<file path="src/rtl/name_component_assembler.sv">
// Assembles a stream of name component words into one fixed-width name record.
// Both sides use valid/ready: a transfer happens on a rising edge where valid and ready are both high.
module name_component_assembler #(
    parameter int WORD_SIZE       = 32,
    parameter int MAX_NAME_LENGTH = 8,
    parameter int LEN_SIZE        = 4
) (
    input  logic                                 clk_in,
    input  logic                                 rst_n_in,
    input  logic                                 comp_valid_in,
    input  logic [WORD_SIZE-1:0]                 comp_word_in,
    input  logic                                 comp_last_in,
    output logic                                 comp_ready_out,
    output logic                                 name_valid_out,
    output logic [WORD_SIZE*MAX_NAME_LENGTH-1:0] name_words_out,
    output logic [LEN_SIZE-1:0]                  name_len_out,
    output logic                                 name_overflow_out,
    input  logic                                 name_ready_in,
    output logic [1:0]                           state_dbg_out
);

    typedef enum logic [1:0] {
        COLLECT = 2'd0,
        DISCARD = 2'd1,
        HOLD    = 2'd2
    } state_t;

    state_t                                 state_q;
    state_t                                 state_d;
    logic                                   ready_en_q;
    logic [WORD_SIZE-1:0]                   slot_q [MAX_NAME_LENGTH];
    logic [LEN_SIZE-1:0]                    wr_idx_q;
    logic [LEN_SIZE-1:0]                    len_q;
    logic                                   ovf_q;
    logic [WORD_SIZE*MAX_NAME_LENGTH-1:0]   masked_words;
    logic                                   word_xfer;
    logic                                   collect_xfer;
    logic                                   last_slot;
    logic                                   move;

    assign state_dbg_out = state_q;
    assign word_xfer     = comp_valid_in && comp_ready_out;
    assign collect_xfer  = word_xfer && (state_q == COLLECT);
    assign last_slot     = (wr_idx_q == LEN_SIZE'(MAX_NAME_LENGTH - 1));
    // The output register is free when empty or being consumed on this same edge.
    assign move          = (state_q == HOLD) && (!name_valid_out || name_ready_in);

    always_comb begin
        state_d        = state_q;
        comp_ready_out = ready_en_q && (state_q != HOLD);
        case (state_q)
            COLLECT: begin
                if (word_xfer) begin
                    if (comp_last_in)   state_d = HOLD;
                    else if (last_slot) state_d = DISCARD;
                end
            end
            DISCARD: begin
                if (word_xfer && comp_last_in) state_d = HOLD;
            end
            HOLD: begin
                if (move) state_d = COLLECT;
            end
            default: state_d = COLLECT;
        endcase
    end

    always_comb begin
        masked_words = '0;
        for (int k = 0; k < MAX_NAME_LENGTH; k++) begin
            masked_words[k*WORD_SIZE +: WORD_SIZE] = (LEN_SIZE'(k) < len_q) ? slot_q[k] : '0;
        end
    end

    always_ff @(posedge clk_in or negedge rst_n_in) begin
        if (!rst_n_in) begin
            state_q    <= COLLECT;
            ready_en_q <= 1'b0;
        end else begin
            state_q    <= state_d;
            ready_en_q <= 1'b1;
        end
    end

    // Assembly buffer: cleared as a whole when its contents move to the output register.
    always_ff @(posedge clk_in or negedge rst_n_in) begin
        if (!rst_n_in) begin
            for (int k = 0; k < MAX_NAME_LENGTH; k++) slot_q[k] <= '0;
            wr_idx_q <= '0;
            len_q    <= '0;
            ovf_q    <= 1'b0;
        end else begin
            for (int k = 0; k < MAX_NAME_LENGTH; k++) begin
                if (move) begin
                    slot_q[k] <= '0;
                end else if (collect_xfer && (wr_idx_q == LEN_SIZE'(k))) begin
                    slot_q[k] <= comp_word_in;
                end
            end
            if (move) begin
                wr_idx_q <= '0;
                len_q    <= '0;
                ovf_q    <= 1'b0;
            end else if (collect_xfer) begin
                wr_idx_q <= wr_idx_q + LEN_SIZE'(1);
                if (comp_last_in)   len_q <= wr_idx_q + LEN_SIZE'(1);
                else if (last_slot) ovf_q <= 1'b1;
            end else if (word_xfer && (state_q == DISCARD) && comp_last_in) begin
                len_q <= LEN_SIZE'(MAX_NAME_LENGTH);
            end
        end
    end

    always_ff @(posedge clk_in or negedge rst_n_in) begin
        if (!rst_n_in) begin
            name_valid_out    <= 1'b0;
            name_words_out    <= '0;
            name_len_out      <= '0;
            name_overflow_out <= 1'b0;
        end else if (move) begin
            name_valid_out    <= 1'b1;
            name_words_out    <= masked_words;
            name_len_out      <= len_q;
            name_overflow_out <= ovf_q;
        end else if (name_valid_out && name_ready_in) begin
            name_valid_out    <= 1'b0;
        end
    end

endmodule

</file>
<file path="config.mk">
export PLATFORM = sky130hd
export DESIGN_NAME = name_component_assembler
export DESIGN_NICKNAME = d
export VERILOG_FILES = /design/src/rtl/name_component_assembler.sv
export SDC_FILE = /design/constraint.sdc
export NUM_CORES = 1
export LEC_CHECK = 0
export ABC_AREA = 0
export ABC_CLOCK_PERIOD_IN_PS = 1500
export CAP_MARGIN = 30
export CORE_ASPECT_RATIO = 1.4
export CORE_MARGIN = 1
export CORE_UTILIZATION = 49
export DETAILED_ROUTE_END_ITERATION = 10
export PLACE_DENSITY = 0.87
export SETUP_SLACK_MARGIN = 0.1
export SYNTH_ARGS = -nofsm -noshare
export SYNTH_HDL_FRONTEND = slang
export SYNTH_SLANG_ARGS = --single-unit
</file>
<file path="constraint.sdc">
create_clock -name clk_in -period 1.5 [get_ports clk_in]
set_input_delay 0.3 -clock clk_in [delete_from_list [all_inputs] [get_ports clk_in]]
set_output_delay 0.3 -clock clk_in [all_outputs]
set_load 0.02 [all_outputs]
</file>
# After elaboration in Yosys (flattened, before gate mapping)
# Cells that the tools add are included.
[classes] add_sub_neg=1 mul=0 n_div=0 n_lt_le_gt_ge=8 eq_ne=16 n_shift=0 n_mux=42 bitwise_logic=0 n_reduce_logical=35
[ops] cell="32-bit 2-to-1 mux" count=24
[ops] cell="4-bit 2-to-1 mux" count=6
[ops] cell="2-bit nonzero test" count=11
[ops] cell="4-bit by 3-bit equality test with 1-bit output, second input constant" count=4
[ops] cell="1-bit logical AND" count=16
[ops] cell="3-bit by 4-bit < comparator with 1-bit output, first input constant" count=4
[ops] cell="2-bit 2-to-1 mux" count=5
[ops] cell="4-bit by 2-bit equality test with 1-bit output, second input constant" count=2
[ops] cell="1-bit by 4-bit < comparator with 1-bit output, first input constant" count=2
[ops] cell="2-bit by 4-bit < comparator with 1-bit output, first input constant" count=2
[ops] cell="2-bit != test, second input constant" count=4
[ops] cell="1-bit 2-to-1 mux" count=6
[ops] cell="2-bit one-hot mux with 3 select lines" count=1
[ops] cell="4-bit by 1-bit adder with 4-bit output, second input constant" count=1
[ops] cell="4-bit by 1-bit equality test with 1-bit output, second input constant" count=1
[ops] cell="4-bit logical NOT" count=1
[ops] cell="4-bit AND reduction" count=1
[ops] cell="3-bit by 2-bit != test with 1-bit output, second input constant" count=1
[ops] cell="3-bit != test, second input constant" count=1
[ops] cell="3-bit AND reduction" count=1
[ops] cell="3-bit nonzero test" count=1
[ops] cell="2-bit by 1-bit equality test with 1-bit output, second input constant" count=1
[ops] cell="2-bit equality test, second input constant" count=1
[ops] cell="2-bit logical NOT" count=1
[ops] cell="4 further kinds" count=4
[totals] register_bits=530 latch_bits=0 mem_bits_rw=0 mem_bits_ro=0 input_bits=37 out_inout_bits=265 n_memories=0

# Logic depth before layout (Yosys ltp)
[depth] ltp_word=8 depth_mapped=7 depth_no_buf=5

# Least setup slack after synthesis
# OpenSTA, ideal clock, no wires.
[synth_timing] path_kind="register to register" from="register state_q[0], in the netlist state_dbg_out[0]" to="register slot_q[84] (netlist name)" arrival_ns=1.434 t_required_ns=1.364 setup_slack_ns=-0.070 stages_incl_launch_ff=8 n_path_buf=3 cell_sequence="dfrtp_1 -> and2b_4 -> nand2_4 -> buf_6 -> buf_2 -> buf_2 -> nand3_1 -> o21ai_0"
[synth_via] elab_chain_len=6 word_cells_on_any_way=10 cone_classes="eq/ne: 2; mux: 1; reduce/logical: 7"
[synth_rtl] element="from (decl)" line="28" text="state_t state_q;"
[synth_rtl] element="from (signal assigned)" line="80" text="state_q <= state_d;"
[synth_rtl] element="2-bit != test" line="50" text="comp_ready_out = ready_en_q && (state_q != HOLD);"
[synth_rtl] element="1-bit logical AND" line="50"
[synth_rtl] element="1-bit logical AND" line="42" text="assign word_xfer = comp_valid_in && comp_ready_out;"
[synth_rtl] element="1-bit logical AND" line="43" text="assign collect_xfer = word_xfer && (state_q == COLLECT);"
[synth_rtl] element="1-bit logical AND" line="96" text="end else if (collect_xfer && (wr_idx_q == LEN_SIZE'(k))) begin"
[synth_rtl] element="2-bit nonzero test (no source line)"
[synth_rtl] element="to (signal, indexed assignment)" line="97" text="slot_q[k] <= comp_word_in;"
[synth_rtl] element="to (decl)" line="31" text="logic [WORD_SIZE-1:0] slot_q [MAX_NAME_LENGTH];"
# Several ways; a longest one is shown, not always the timed one.
# A chain may end at the register's enable or synchronous reset.

# Worst setup path after layout
[layout_timing] from="register state_q[0], in the netlist state_dbg_out[0]" to="register slot_q[221] (netlist name)"
# Same word-level chain as after synthesis.

==> flow_summary.json <==
{
  "status": "complete, but fails checks",
  "failed_checks": "negative setup slack",
  "worstRegToRegCells": 7,
  "first_pass_iters": 7,
  "finalClockSkew_ns": 0.0415,
  "wl_um": 93800,
  "power_density_nw_per_um2": 1350,
  "port_buffers": 301,
  "cts_tree": "yes",
  "worst_slew_pin_slew_ns": 0.841,
  "area_delta_synth_final_pct": 54.4,
  "async_reset_ff_share_pct": 100,
  "overflow": 0,
  "post-route-period-util_pct": 159,
  "multiInputGateArea_um2": 7440,
  "clkTransAtPathRegs_ns": 0.07,
  "slew_viol_final": 0,
  "vias": 20400,
  "synth_warnings": 0,
  "ioPinCount": 302,
  "drive_gt1_share_pct": 37.8,
  "synth_fa_ha_area_share_pct": 0.249,
  "ys_seq_elements": 530,
  "syn-num-nets": 1933,
  "start_kind": "flip-flop",
  "gp_congestion": 0.841,
  "yosys.area.top_type": "dfrtp_1",
  "htreeDepth": 2,
  "grt_usage_pct": 35.6,
  "fmax_mhz": 420,
  "muxShareOfSynthArea_pct": 0.162,
  "grt_pass1_wl_um": 112000,
  "hold_path.class": "input pin to asynchronous set/reset pin",
  "p_total_mw": 41.9,
  "cts_made_buffers": 47,
  "synth_simple_gate_area_share_pct": 16.2,
  "irDropWorstVdd_mv": 0.892,
  "r2r_end": "slot_q[221]",
  "whs_ns": 0.266,
  "netlist_area_um2": 20100,
  "route.detailed.drc": 0,
  "clock_path_buffers": 3,
  "die-height_um": 241,
  "yosys.area_share.xor_xnor_pct": 0.0873,
  "r2r-start": "state_dbg_out[0]",
  "critical_path_peak_fanout": 16,
  "wire_per_inst_um": 31.2,
  "fp.dieW_um": 173,
  "synth_most_common_cell": "dfrtp_1",
  "synth_ff_type": "dfrtp_1",
  "rsz0062_at_grt": "true",
  "dp_hpwl_um": 40800,
  "cap_violations": 0,
  "fin_crit_ns": 2.38,
  "drt-initial-drc-count": 3259,
  "nNetsFinal": 2479,
  "synthCells": 1892,
  "grt_pass1_vias": 19000,
  "cp.required_ns": 1.91,
  "cts_sinks": 530,
  "initial_utilization_pct": 49.7,
  "clock_latency_ns": 0.60,
  "antenna_found_initial": 4,
  "max_slew_margin_pct": 43.3,
  "synth_compound_area_share_pct": 13.4,
  "finalSetupViolCount": 555,
  "ys_top_cells_by_count": "dfrtp_1, nand2_1, nand3_1",
  "seq_area_um2": 13300,
  "synth_edf_count": 0,
  "path_class": "flip-flop to flip-flop",
  "grt_max_degree": 66,
  "core.rowCount": 87,
  "ant_nets": 0,
  "critPathArrivalTime_ns": 2.79,
  "netlist_top_cells_area": "dfrtp_1, nand3_1, nand2_1",
  "root_buffer": "clkbuf_16",
  "pre_cts_ws_ns": -0.524,
  "die_area_um2": 41800,
  "synth_top_cell_area_share_pct": 66.1,
  "ys_seq_area_share_pct": 66.1,
  "end_kind": "flip-flop",
  "fin_ws_ns": -0.879,
  "r2r_slack_ns": -0.88,
  "avgSynthCellArea_um2": 10.6,
  "synth_top_family_by_area": "simple AND/OR/NAND/NOR gates",
  "coreArea_um2": 40400,
  "final_hold_viol_count": 0,
  "nFillCells": 2038,
  "p_leak_nw": 14.8,
  "viasPerCell": 6.80,
  "yosysUniqueCellTypes": 39
}
-- area by class of cell --
| class | count | share of cell area (%) |
|---|---|---|
| diodes | 3 | 0.0242 |
| repair buffers | 654 | 25.9 |
| inverters | 3 | 0.0363 |
| clock buffers | 67 | 4.50 |
| multi-input cells | 1202 | 24.0 |
| well taps | 534 | 2.16 |
| flip-flops and latches | 530 | 42.8 |
| clock inverters | 14 | 0.497 |
-- worst max-delay path by stage --
stage,start,to,depth (start not counted),slack [ns]
6_report,state_dbg_out[0],slot_q[221],7,-0.88
5_1_grt,state_dbg_out[0],slot_q[221],7,-0.79
4_1_cts,state_dbg_out[0],comp_ready_out,3,-0.23
3_5_place_dp,comp_valid_in,slot_q[245],6,-0.52
3_3_place_gp,name_ready_in,slot_q[51],7,-0.48
2_1_floorplan,state_dbg_out[0],name_words_out[130],7,-0.002
-- cell usage in the layout (no fill, tap or decap), drive strengths merged, types with 2 or more instances in the layout --
master         count
buf              596
dfrtp            530
nand2            373
o21ai            357
nand3            329
a22o              96
clkbuf            89
clkdlybuf4s50     35
nor2              10
clkinv             9
a21oi              5
ha                 4
nor3               4
diode              3
inv                3
bufinv             3
xnor2              2
o21a               2
and2               2
mux2               2
clkinvlp           2
nand2b             2
-- through the flow --
| step | setup TNS [ns] | area (µm²) | utilization, % | cells |
|---|---|---|---|---|
| after detailed placement | -214.62 | 24900 | 61.8 | 2702 |
| after floorplan | -0.282 | 20500 | - | 1892 |
| after CTS | -63.00 | 29000 | 71.8 | 2947 |
| after global routing | -125.10 | 31000 | 76.7 | 3004 |
| final | -115.85 | 31000 | 76.7 | 3007 |
| after global placement | -203.69 | 24900 | 61.8 | 2702 |
-- per-layer routing --
| layer | up-vias | track usage, % | wire, µm |
|---|---|---|---|
| met3 | 740 | 7.60 | 12500 |
| met2 | 2036 | 58.1 | 42000 |
| met5 | - | 0 | 85 |
| li1 | 7699 | - | - |
| met1 | 9956 | 40.7 | 29700 |
| met4 | 4 | 29.9 | 9450 |
-- where the power goes --
group	internal [mW]	switching, mW
Sequential	16.4	2.12
Clock	6.98	5.68
Combinational	4.75	5.97
Total	28.1	13.8
-- timing repair --
item / 4_1_cts / 5_1_grt
buffers inserted: 138 / 28
pin swaps: 34 / 82
gates cloned: 25 / 30
endpoints found under the setup margin: 785 / 788
gates resized for setup: 1723 / 336
hold buffers: 1 / 0
endpoints found under the hold margin: 20 / 0
-- worst max-delay path, cell delays in order (launching register included) --
cell     delay, ns
dfrtp_2       0.43
buf_4         0.17
nor3_4        0.16
buf_6         0.16
buf_6         0.11
nand3_4       0.21
buf_6         0.27
o21ai_0       0.68
-- flip-flops by register name (all words and copies together), names as in the netlist --
name / cells
ovf_q: 1
ready_en_q: 1
name_valid_out: 1
wr_idx_q: 4
state_dbg_out: 2
name_len_out: 4
name_overflow_out: 1
len_q: 4
name_words_out: 256
slot_q: 256
-- cell families (layout without fill, tap and decap cells) --
group / Yosys count / after routing
multiplexers: 3 / 3
XOR/XNOR: 2 / 2
AO/OA/AOI/OAI: 463 / 463
AND/OR/NAND/NOR: 728 / 729
flip-flops: 530 / 530
buffers and inverters: 161 / 738
other: 1 / 4
adder cells (fa/ha/maj): 4 / 4
Power figures use the tool's default switching activity.
